File: config.mk
export PLATFORM = sky130hd
export DESIGN_NAME = clock_alarm_ctrl_flat
export DESIGN_NICKNAME = d
export VERILOG_FILES = /design/src/rtl/clock_alarm_ctrl_if.sv /design/src/rtl/clock_alarm_ctrl.sv /design/src/flat_wrapper.sv
export SDC_FILE = /design/constraint.sdc
export NUM_CORES = 1
export LEC_CHECK = 0
export CAP_MARGIN = 20
export CELL_PAD_IN_SITES_DETAIL_PLACEMENT = 1
export CELL_PAD_IN_SITES_GLOBAL_PLACEMENT = 1
export CORE_MARGIN = 8
export CORE_UTILIZATION = 42
export CTS_CLUSTER_DIAMETER = 40
export DETAILED_ROUTE_END_ITERATION = 10
export GPL_TIMING_DRIVEN = 1
export PLACE_DENSITY = 0.82
export SYNTH_ARGS = -nofsm -noshare
export SYNTH_HDL_FRONTEND = slang
export SYNTH_SLANG_ARGS = --single-unit
File: constraint.sdc
create_clock -name clk -period 3.7 [get_ports clk]
set_input_delay 0.555 -clock clk [delete_from_list [all_inputs] [get_ports clk]]
set_output_delay 0.555 -clock clk [all_outputs]
set_load 0.05 [all_outputs]
File: src/rtl/clock_alarm_ctrl_if.sv
// clock_alarm_ctrl_if
//   Groups the user-facing controls and the displayed time/alarm state of the
//   clock/alarm controller.
//   Controls (driven by master, read by slave):
//     sec_tick  - one-cycle pulse per second
//     set_time  - level, select SET_TIME mode (priority over set_alarm)
//     set_alarm - level, select SET_ALARM mode
//     hours_set, mins_set, snooze, stop - debounced level buttons
//     alarm_en  - level, alarm armed
//   Status (driven by slave, read by master):
//     time_hours/mins/secs, alarm_hours/mins, mode, ring, snoozed
interface clock_alarm_ctrl_if;
  logic       sec_tick;
  logic       set_time;
  logic       set_alarm;
  logic       hours_set;
  logic       mins_set;
  logic       alarm_en;
  logic       snooze;
  logic       stop;
  logic [4:0] time_hours;
  logic [5:0] time_mins;
  logic [5:0] time_secs;
  logic [4:0] alarm_hours;
  logic [5:0] alarm_mins;
  logic [1:0] mode;
  logic       ring;
  logic       snoozed;

  modport master (
    output sec_tick, set_time, set_alarm, hours_set, mins_set, alarm_en, snooze, stop,
    input  time_hours, time_mins, time_secs, alarm_hours, alarm_mins, mode, ring, snoozed
  );

  modport slave (
    input  sec_tick, set_time, set_alarm, hours_set, mins_set, alarm_en, snooze, stop,
    output time_hours, time_mins, time_secs, alarm_hours, alarm_mins, mode, ring, snoozed
  );
endinterface

File: src/rtl/clock_alarm_ctrl.sv
// clock_alarm_ctrl
//   Owns time-of-day and alarm-time registers, routes hour/minute set buttons
//   to whichever is being edited, advances time on sec_tick and runs the
//   alarm ring/snooze state machine.
//   Ports:
//     clk     - system clock
//     reset_n - asynchronous, active-low reset
//     bus     - clock_alarm_ctrl_if.slave (controls in, time/alarm/status out)
//   Parameters:
//     RING_SECS   - seconds of ringing before auto-off
//     SNOOZE_MINS - snooze length in minutes
module clock_alarm_ctrl #(
  parameter int RING_SECS   = 60,
  parameter int SNOOZE_MINS = 5
) (
  input logic               clk,
  input logic               reset_n,
  clock_alarm_ctrl_if.slave bus
);

  localparam int RC_W = $clog2(RING_SECS + 1);
  localparam int SC_W = $clog2(SNOOZE_MINS * 60 + 1);

  typedef enum logic [1:0] {
    MODE_RUN       = 2'b00,
    MODE_SET_TIME  = 2'b01,
    MODE_SET_ALARM = 2'b10
  } mode_e;

  typedef enum logic [1:0] {
    ST_IDLE    = 2'b00,
    ST_RINGING = 2'b01,
    ST_SNOOZE  = 2'b10
  } alarm_st_e;

  function automatic logic [5:0] wrap_inc(input logic [5:0] v, input logic [5:0] last);
    return (v == last) ? 6'd0 : v + 6'd1;
  endfunction

  mode_e      mode_q, mode_d;
  alarm_st_e  st_q, st_d;
  logic [4:0] hours_q, hours_d, al_hours_q, al_hours_d;
  logic [5:0] mins_q, mins_d, secs_q, secs_d, al_mins_q, al_mins_d;
  logic [RC_W-1:0] ring_cnt_q, ring_cnt_d;
  logic [SC_W-1:0] snz_cnt_q, snz_cnt_d;
  logic hours_prev_q, mins_prev_q, snooze_prev_q, stop_prev_q;

  logic hours_edge, mins_edge, hours_ev, mins_ev, snooze_ev, stop_ev;
  logic tick_run, match, enter_set_time;

  // Rising edges; simultaneous hour+minute edges cancel each other.
  assign hours_edge = bus.hours_set & ~hours_prev_q;
  assign mins_edge  = bus.mins_set  & ~mins_prev_q;
  assign hours_ev   = hours_edge & ~mins_edge;
  assign mins_ev    = mins_edge  & ~hours_edge;
  assign snooze_ev  = bus.snooze & ~snooze_prev_q;
  assign stop_ev    = bus.stop   & ~stop_prev_q;

  always_comb begin
    mode_d         = MODE_RUN;
    hours_d        = hours_q;
    mins_d         = mins_q;
    secs_d         = secs_q;
    al_hours_d     = al_hours_q;
    al_mins_d      = al_mins_q;
    st_d           = st_q;
    ring_cnt_d     = ring_cnt_q;
    snz_cnt_d      = snz_cnt_q;
    match          = 1'b0;

    if (bus.set_time)       mode_d = MODE_SET_TIME;
    else if (bus.set_alarm) mode_d = MODE_SET_ALARM;
    enter_set_time = (mode_d == MODE_SET_TIME) && (mode_q != MODE_SET_TIME);

    // Clock halts while time is being edited.
    tick_run = bus.sec_tick && (mode_q != MODE_SET_TIME);
    if (tick_run) begin
      if (secs_q == 6'd59) begin
        secs_d = 6'd0;
        if (mins_q == 6'd59) begin
          mins_d  = 6'd0;
          hours_d = 5'(wrap_inc({1'b0, hours_q}, 6'd23));
        end else begin
          mins_d = mins_q + 6'd1;
        end
      end else begin
        secs_d = secs_q + 6'd1;
      end
    end

    // Button edges act against the mode currently registered.
    if (mode_q == MODE_SET_TIME) begin
      if (hours_ev) hours_d = 5'(wrap_inc({1'b0, hours_q}, 6'd23));
      if (mins_ev)  mins_d  = wrap_inc(mins_q, 6'd59);
    end else if (mode_q == MODE_SET_ALARM) begin
      if (hours_ev) al_hours_d = 5'(wrap_inc({1'b0, al_hours_q}, 6'd23));
      if (mins_ev)  al_mins_d  = wrap_inc(al_mins_q, 6'd59);
    end

    if (enter_set_time) secs_d = 6'd0;

    // Match compares the post-carry hh:mm with the alarm time.
    match = tick_run && bus.alarm_en && (secs_q == 6'd59) &&
            (hours_d == al_hours_q) && (mins_d == al_mins_q);

    case (st_q)
      ST_IDLE: begin
        if (match) begin
          st_d       = ST_RINGING;
          ring_cnt_d = '0;
        end
      end
      ST_RINGING: begin
        if (stop_ev) begin
          st_d = ST_IDLE;
        end else if (snooze_ev) begin
          st_d      = ST_SNOOZE;
          snz_cnt_d = SC_W'(SNOOZE_MINS * 60);
        end else if (bus.sec_tick) begin
          if (ring_cnt_q == RC_W'(RING_SECS - 1)) st_d = ST_IDLE;
          else ring_cnt_d = ring_cnt_q + RC_W'(1);
        end
      end
      ST_SNOOZE: begin
        if (stop_ev) begin
          st_d = ST_IDLE;
        end else if (bus.sec_tick) begin
          if (snz_cnt_q == SC_W'(1)) begin
            st_d       = ST_RINGING;
            ring_cnt_d = '0;
          end else begin
            snz_cnt_d = snz_cnt_q - SC_W'(1);
          end
        end
      end
      default: st_d = ST_IDLE;
    endcase

    // Disarming or starting a time edit silences everything.
    if (!bus.alarm_en || enter_set_time) st_d = ST_IDLE;
  end

  always_ff @(posedge clk or negedge reset_n) begin
    if (!reset_n) begin
      mode_q        <= MODE_RUN;
      st_q          <= ST_IDLE;
      hours_q       <= '0;
      mins_q        <= '0;
      secs_q        <= '0;
      al_hours_q    <= '0;
      al_mins_q     <= '0;
      ring_cnt_q    <= '0;
      snz_cnt_q     <= '0;
      hours_prev_q  <= 1'b0;
      mins_prev_q   <= 1'b0;
      snooze_prev_q <= 1'b0;
      stop_prev_q   <= 1'b0;
    end else begin
      mode_q        <= mode_d;
      st_q          <= st_d;
      hours_q       <= hours_d;
      mins_q        <= mins_d;
      secs_q        <= secs_d;
      al_hours_q    <= al_hours_d;
      al_mins_q     <= al_mins_d;
      ring_cnt_q    <= ring_cnt_d;
      snz_cnt_q     <= snz_cnt_d;
      hours_prev_q  <= bus.hours_set;
      mins_prev_q   <= bus.mins_set;
      snooze_prev_q <= bus.snooze;
      stop_prev_q   <= bus.stop;
    end
  end

  assign bus.time_hours  = hours_q;
  assign bus.time_mins   = mins_q;
  assign bus.time_secs   = secs_q;
  assign bus.alarm_hours = al_hours_q;
  assign bus.alarm_mins  = al_mins_q;
  assign bus.mode        = mode_q;
  assign bus.ring        = (st_q == ST_RINGING);
  assign bus.snoozed     = (st_q == ST_SNOOZE);

endmodule

File: src/flat_wrapper.sv
// flat-port wrapper written by rule: the top's interface ports become plain ports
module clock_alarm_ctrl_flat 
#(
  parameter int RING_SECS   = 60,
  parameter int SNOOZE_MINS = 5
)
  (clk, reset_n, bus_sec_tick, bus_set_time, bus_set_alarm, bus_hours_set, bus_mins_set, bus_alarm_en, bus_snooze, bus_stop, bus_time_hours, bus_time_mins, bus_time_secs, bus_alarm_hours, bus_alarm_mins, bus_mode, bus_ring, bus_snoozed);
  clock_alarm_ctrl_if bus_i ();
  input logic clk;
  input logic reset_n;
  input wire logic [$bits(bus_i.sec_tick)-1:0] bus_sec_tick;
  input wire logic [$bits(bus_i.set_time)-1:0] bus_set_time;
  input wire logic [$bits(bus_i.set_alarm)-1:0] bus_set_alarm;
  input wire logic [$bits(bus_i.hours_set)-1:0] bus_hours_set;
  input wire logic [$bits(bus_i.mins_set)-1:0] bus_mins_set;
  input wire logic [$bits(bus_i.alarm_en)-1:0] bus_alarm_en;
  input wire logic [$bits(bus_i.snooze)-1:0] bus_snooze;
  input wire logic [$bits(bus_i.stop)-1:0] bus_stop;
  output wire logic [$bits(bus_i.time_hours)-1:0] bus_time_hours;
  output wire logic [$bits(bus_i.time_mins)-1:0] bus_time_mins;
  output wire logic [$bits(bus_i.time_secs)-1:0] bus_time_secs;
  output wire logic [$bits(bus_i.alarm_hours)-1:0] bus_alarm_hours;
  output wire logic [$bits(bus_i.alarm_mins)-1:0] bus_alarm_mins;
  output wire logic [$bits(bus_i.mode)-1:0] bus_mode;
  output wire logic [$bits(bus_i.ring)-1:0] bus_ring;
  output wire logic [$bits(bus_i.snoozed)-1:0] bus_snoozed;
  assign bus_i.sec_tick = bus_sec_tick;
  assign bus_i.set_time = bus_set_time;
  assign bus_i.set_alarm = bus_set_alarm;
  assign bus_i.hours_set = bus_hours_set;
  assign bus_i.mins_set = bus_mins_set;
  assign bus_i.alarm_en = bus_alarm_en;
  assign bus_i.snooze = bus_snooze;
  assign bus_i.stop = bus_stop;
  assign bus_time_hours = bus_i.time_hours;
  assign bus_time_mins = bus_i.time_mins;
  assign bus_time_secs = bus_i.time_secs;
  assign bus_alarm_hours = bus_i.alarm_hours;
  assign bus_alarm_mins = bus_i.alarm_mins;
  assign bus_mode = bus_i.mode;
  assign bus_ring = bus_i.ring;
  assign bus_snoozed = bus_i.snoozed;
  clock_alarm_ctrl #(.RING_SECS(RING_SECS), .SNOOZE_MINS(SNOOZE_MINS)) u_core (.clk(clk), .reset_n(reset_n), .bus(bus_i));
endmodule
After elaboration in Yosys (flattened, before gate mapping)
Index checks and enable logic that the tools add are counted.

Output and inout port bits: 32. Input port bits: 10. Bits in registers: 51. Word-level logic and storage cells: 123.

Reductions and logical operators: 17. Bitwise gates (word level): 13. Equal/unequal tests: 30. Add/sub/neg operators: 7. Multiplexer cells: 43.

Operator list (count): $mux W6 (17); $mux W9 (5); $mux W5 (7); $add A6 B1 Y6 const B (4); $eq A6 B6 Y1 const B (4); $mux W2 (11); $pmux W6 S3 (1); $pmux W9 S2 (1); $ne A2 B2 Y1 const B (7); $add A5 B1 Y5 const B (2); $eq A5 B5 Y1 const B (2); $eq A9 B1 Y1 const B (1); $reduce_and A9 Y1 (1); $sub A9 B1 Y9 const B (1); $ne A2 B1 Y1 const B (4); $not A1 Y1 (7); $and A1 B1 Y1 (6); $eq A2 B1 Y1 const B (3); $eq A6 B6 Y1 (1); $logic_and A1 B1 Y1 (6); $pmux W2 S3 (1); $reduce_and A3 Y1 (2); $reduce_and A6 Y1 (1); $eq A5 B5 Y1 (1); 12 further kinds (14).

Logic depth before layout (Yosys ltp)
Depth after elaboration: 13. Gate-level depth with buffers: 11.

Least setup slack after synthesis
OpenSTA, ideal clock, no wires.

Path type: flip-flop to flip-flop. From: register u_core.secs_q[0] (netlist: u_core.bus.time_secs[0]). To: register u_core.ring_cnt_q[0]. Arrival: 2.833 ns. Path slack: 0.742 ns. Required time: 3.575 ns. Cell stages (with the launch flop): 12. Path buffers: 2. Cell sequence: dfrtp_1 > ha_1 > and4b_1 > and3_4 > buf_6 > or2_0 > buf_2 > mux2i_1 > xor2_1 > a2111oi_4 > a31oi_1 > mux2_2.

Elaborated cells on any way between the ends: 16. Classes of those cells: eq/ne: 4; mux: 8; reduce/logical: 4.

RTL lines: start: declaration (line clock_alarm_ctrl.sv:43) `logic [5:0] mins_q, mins_d, secs_q, secs_d, al_mins_q, al_mins_d;`; start signal: assignment (line clock_alarm_ctrl.sv:163) `secs_q <= secs_d;`; $eq A6 B6 Y1 (*) (line clock_alarm_ctrl.sv:78) `if (secs_q == 6'd59) begin`; $mux W6 (*) (line clock_alarm_ctrl.sv:78); $mux W6 (*) (line clock_alarm_ctrl.sv:77) `if (tick_run) begin`; $mux W6 (line clock_alarm_ctrl.sv:94) `if (mins_ev) mins_d = wrap_inc(mins_q, 6'd59);`; $mux W6 (*) (line clock_alarm_ctrl.sv:92) `if (mode_q == MODE_SET_TIME) begin`; named net u_core.mins_d[0] (line clock_alarm_ctrl.sv:43); $eq A6 B6 Y1 (*) (line clock_alarm_ctrl.sv:104) `(hours_d == al_hours_q) && (mins_d == al_mins_q);`; $logic_and A1 B1 Y1 (*) (line clock_alarm_ctrl.sv:104); $ne A2 B1 Y1 (no line) (*); $reduce_and A9 Y1 (no line) (*); end signal: assignment (line clock_alarm_ctrl.sv:166) `ring_cnt_q <= ring_cnt_d;`; end: declaration (line clock_alarm_ctrl.sv:44) `logic [RC_W-1:0] ring_cnt_q, ring_cnt_d;`.

The timed path passes the listed nets; every way through them passes the cells marked *. A chain may end at the register's enable or synchronous reset.

Worst setup path after layout
From: input port bus_mins_set. To: register u_core.ring_cnt_q[0].

Elaborated cells on any way between the ends: 14. Classes of those cells: eq/ne: 3; mux: 4; bitwise: 4; reduce/logical: 3.

RTL lines: start: declaration (line flat_wrapper.sv:15) `input wire logic [$bits(bus_i.mins_set)-1:0] bus_mins_set;`; $and A1 B1 Y1 (line clock_alarm_ctrl.sv:53) `assign mins_edge = bus.mins_set & ~mins_prev_q;`; $and A1 B1 Y1 (line clock_alarm_ctrl.sv:55) `assign mins_ev = mins_edge & ~hours_edge;`; $mux W6 (line clock_alarm_ctrl.sv:94); $mux W6 (line clock_alarm_ctrl.sv:92); named net u_core.mins_d[0] (line clock_alarm_ctrl.sv:43); $eq A6 B6 Y1 (line clock_alarm_ctrl.sv:104); $logic_and A1 B1 Y1 (line clock_alarm_ctrl.sv:104); $ne A2 B1 Y1 (no line); $reduce_and A9 Y1 (no line).

The timed path passes the listed nets, and every way through them passes these cells.

==> flow_metrics.env <==
export IMPL_fillers=825
export IMPL_min_period_ns=3.067
export IMPL_gp_congestion=0.8347
export IMPL_clock_sinks=51
export IMPL_drive_above_1_share_pct=8.672
export IMPL_ios=42
export IMPL_synth_fp_nets=342
export IMPL_synth_async_sr_flop_share_pct=100.0
export IMPL_grtUsageMet3_pct=3.177
export IMPL_synth_cell_area_sq_um=2999
export IMPL_cts_root_buf="clkbuf_8"
export IMPL_setup_tns_ns=0
export IMPL_grt_start_max_net_pins=32
export IMPL_period_share_pct=82.88
export IMPL_drc=0
export IMPL_critPathCaptureType="flip-flop"
export IMPL_cts_tree="yes"
export IMPL_r2r_slack_ns=0.73
export IMPL_dp_cells=461
export IMPL_start_util_pct=42.25
export IMPL_syn_inst=324
export IMPL_maxSlewHeadroom_pct=44.82
export IMPL_fin_nets=387
export IMPL_cts_htree_levels=2
export IMPL_post_cts_buffers=0
export IMPL_dpl_worst_slack_ns=0.3602
export IMPL_clk_pin_slew_ns=0.09
export IMPL_synth_edff_count=0
export IMPL_fp_dieArea_sq_um=10100
export IMPL_cts_hold_buf=0
export IMPL_cp_required_ns=3.89
export IMPL_fin_cells=468
export IMPL_ys_seq_elements=51
export IMPL_max_cap_violations=0
export IMPL_numPortBuffers=41
export IMPL_coreArea_sq_um=7098
export IMPL_avgSynthCellArea_sq_um=9.257
export IMPL_setup_slack_ns=0.6333
export IMPL_cts_buffers=5
export IMPL_synthDistinctLibCells=57
export IMPL_floorplan_die_width_microns=100.5
export IMPL_run_status="finished clean"
export IMPL_hold_viol=0
export IMPL_ys_flop_type="dfrtp_1"
export IMPL_synth_seq_area_share_pct=42.55
export IMPL_n_antenna_cell=0
export IMPL_layout_commonest_cell="dfrtp_1"
export IMPL_cts_resized=0
export IMPL_area_delta_synth_final_pct=20.23
export IMPL_min_path_type="in2async"
export IMPL_rsz0062_at_grt="false"
export IMPL_p_leak_nw=1.523
export IMPL_met2_usage_pct=27.23
export IMPL_clk_latency_ns=0.30
export IMPL_use_met1_pct=21.35
export IMPL_layout_common_cells="51 x dfrtp_1, 40 x clkdlybuf4s50_1, 30 x nand2_1"
export IMPL_crit_type="in2reg"
export IMPL_grt_pass1_wl_mm=13.58
export IMPL_num_rows=31
export IMPL_antenna_found_initial=0
export IMPL_worstMarginPinSlew_ns=0.8214
export IMPL_grt_use_total_pct=16.63
export IMPL_fmax_mhz=326.1
export IMPL_arrival_ns=3.26
export IMPL_clockBufferDepth=2
export IMPL_totalWireLength_mm=7.991
export IMPL_detail_route_antenna_nets=0
export IMPL_viasPerCell=5.635
export IMPL_dp_hpwl_mm=6.121
export IMPL_die_y_microns=100.5
export IMPL_drtIter0Drc=70
export IMPL_fin_skew_ns=0.008075
export IMPL_power_density_nw_per_um2=498.8
export IMPL_drtPass1Iterations=4
export IMPL_gr_total_overflow=0
export IMPL_startpoint_type="primary input"
export IMPL_wl_per_cell_microns=17.07
export IMPL_crit_fanout=6
export IMPL_grt_busiest_layer="met2"
export IMPL_setup_violations=0
export IMPL_ir_drop_v=0.0002596
export IMPL_synth_warnings=0
export IMPL_slew_viol_final=0
export IMPL_vias=2637
export IMPL_grt_pass1_vias=2772
-- sequential cells by signal, summed over array words and instances (netlist names) --
signal and cells:
u_core.ring_cnt_q 6, u_core.mins_prev_q 1, u_core.hours_prev_q 1, u_core.bus.time_secs 6, u_core.snooze_prev_q 1, u_core.bus.alarm_hours 5
u_core.bus.alarm_mins 6, u_core.bus.time_hours 5, u_core.bus.time_mins 6, u_core.stop_prev_q 1, u_core.snz_cnt_q 9, u_core.bus.mode 2
u_core.st_q 2
-- stage by stage --
stage	util (%)	power (mW)	hold slack, ns	area (sq um)
3_5_place_dp	49.57	1.484	0.5179	3518
4_1_cts	50.80	1.821	0.2077	3606
5_1_grt	50.80	1.893	0.2237	3606
2_1_floorplan	-	1.238	0.2594	2999
6_report	50.80	1.799	0.1987	3606
3_3_place_gp	49.57	1.466	0.4940	3518
-- worst max-delay path, cell delays in order --
cell and delay, ns:
clkdlybuf4s50_1 0.52, nand2b_1 0.08, nor3_1 0.50, or2_0 0.36, mux2i_1 0.17, xor2_1 0.19, a2111oi_4 0.40, a31oi_1 0.18
mux2_2 0.29
-- final timing paths --
kind / start / end / cells after the start
min in group clk: u_core.snz_cnt_q[8] / u_core.snz_cnt_q[8] / 2
max: bus_mins_set / u_core.ring_cnt_q[0] / 9
min: reset_n / u_core.bus.alarm_hours[3] / 1
max in group asynchronous: reset_n / u_core.bus.time_secs[4] / 2
min reg2reg: u_core.snz_cnt_q[8] / u_core.snz_cnt_q[8] / 2
max reg2reg: u_core.bus.time_mins[0] / u_core.ring_cnt_q[0] / 9
-- metal layers --
layer / part of all wire (%) / wire [microns]
met5: 0 / 0
met2: 47 / 3780
met1: 47 / 3781
met4: 2.0 / 158
met3: 3.4 / 270
-- report_power, final --
part	total [mW]	switching, mW	internal [mW]
logic	0.714	0.446	0.269
clock network	0.331	0.183	0.147
registers	0.753	0.124	0.629
-- final cells by class --
type,count,area [sq um],area share (%)
Clock buffer,6,82.58,2.290
Multi-Input combinational cell,252,1630,45.21
Timing Repair Buffer,45,435.4,12.07
Inverter,14,52.55,1.457
Clock inverter,1,5.005,0.1388
Tap cell,99,123.9,3.435
Sequential cell,51,1276,35.39
-- kinds of logic after synthesis --
| kind of cell | count (synthesis) | share of synthesized area, % |
|---|---|---|
| AND/OR/NAND/NOR | 148 | 26.83 |
| flip-flops | 51 | 42.55 |
| adder cells (fa/ha/maj) | 8 | 3.338 |
| AO/OA/AOI/OAI | 69 | 15.60 |
| multiplexers | 10 | 3.630 |
| buffers and inverters | 21 | 3.087 |
| XOR/XNOR | 17 | 4.964 |
-- synth_stat cells (all sizes together) (7+ instances only) --
cell / count / area share (%)
mux2: 7 / 2.6
xor2: 7 / 2.0
dfrtp: 51 / 43
nand2b: 10 / 2.1
xnor2: 10 / 2.9
nand2: 30 / 3.8
nor2b: 12 / 2.5
nor2: 23 / 2.9
ha: 8 / 3.3
a21oi: 19 / 3.2
inv: 14 / 1.8
nor3: 16 / 2.7
o21ai: 19 / 3.3
or3: 7 / 1.5
nand3: 16 / 2.8
nand4: 8 / 1.7
No activity file was read; power rests on OpenSTA's default activity.
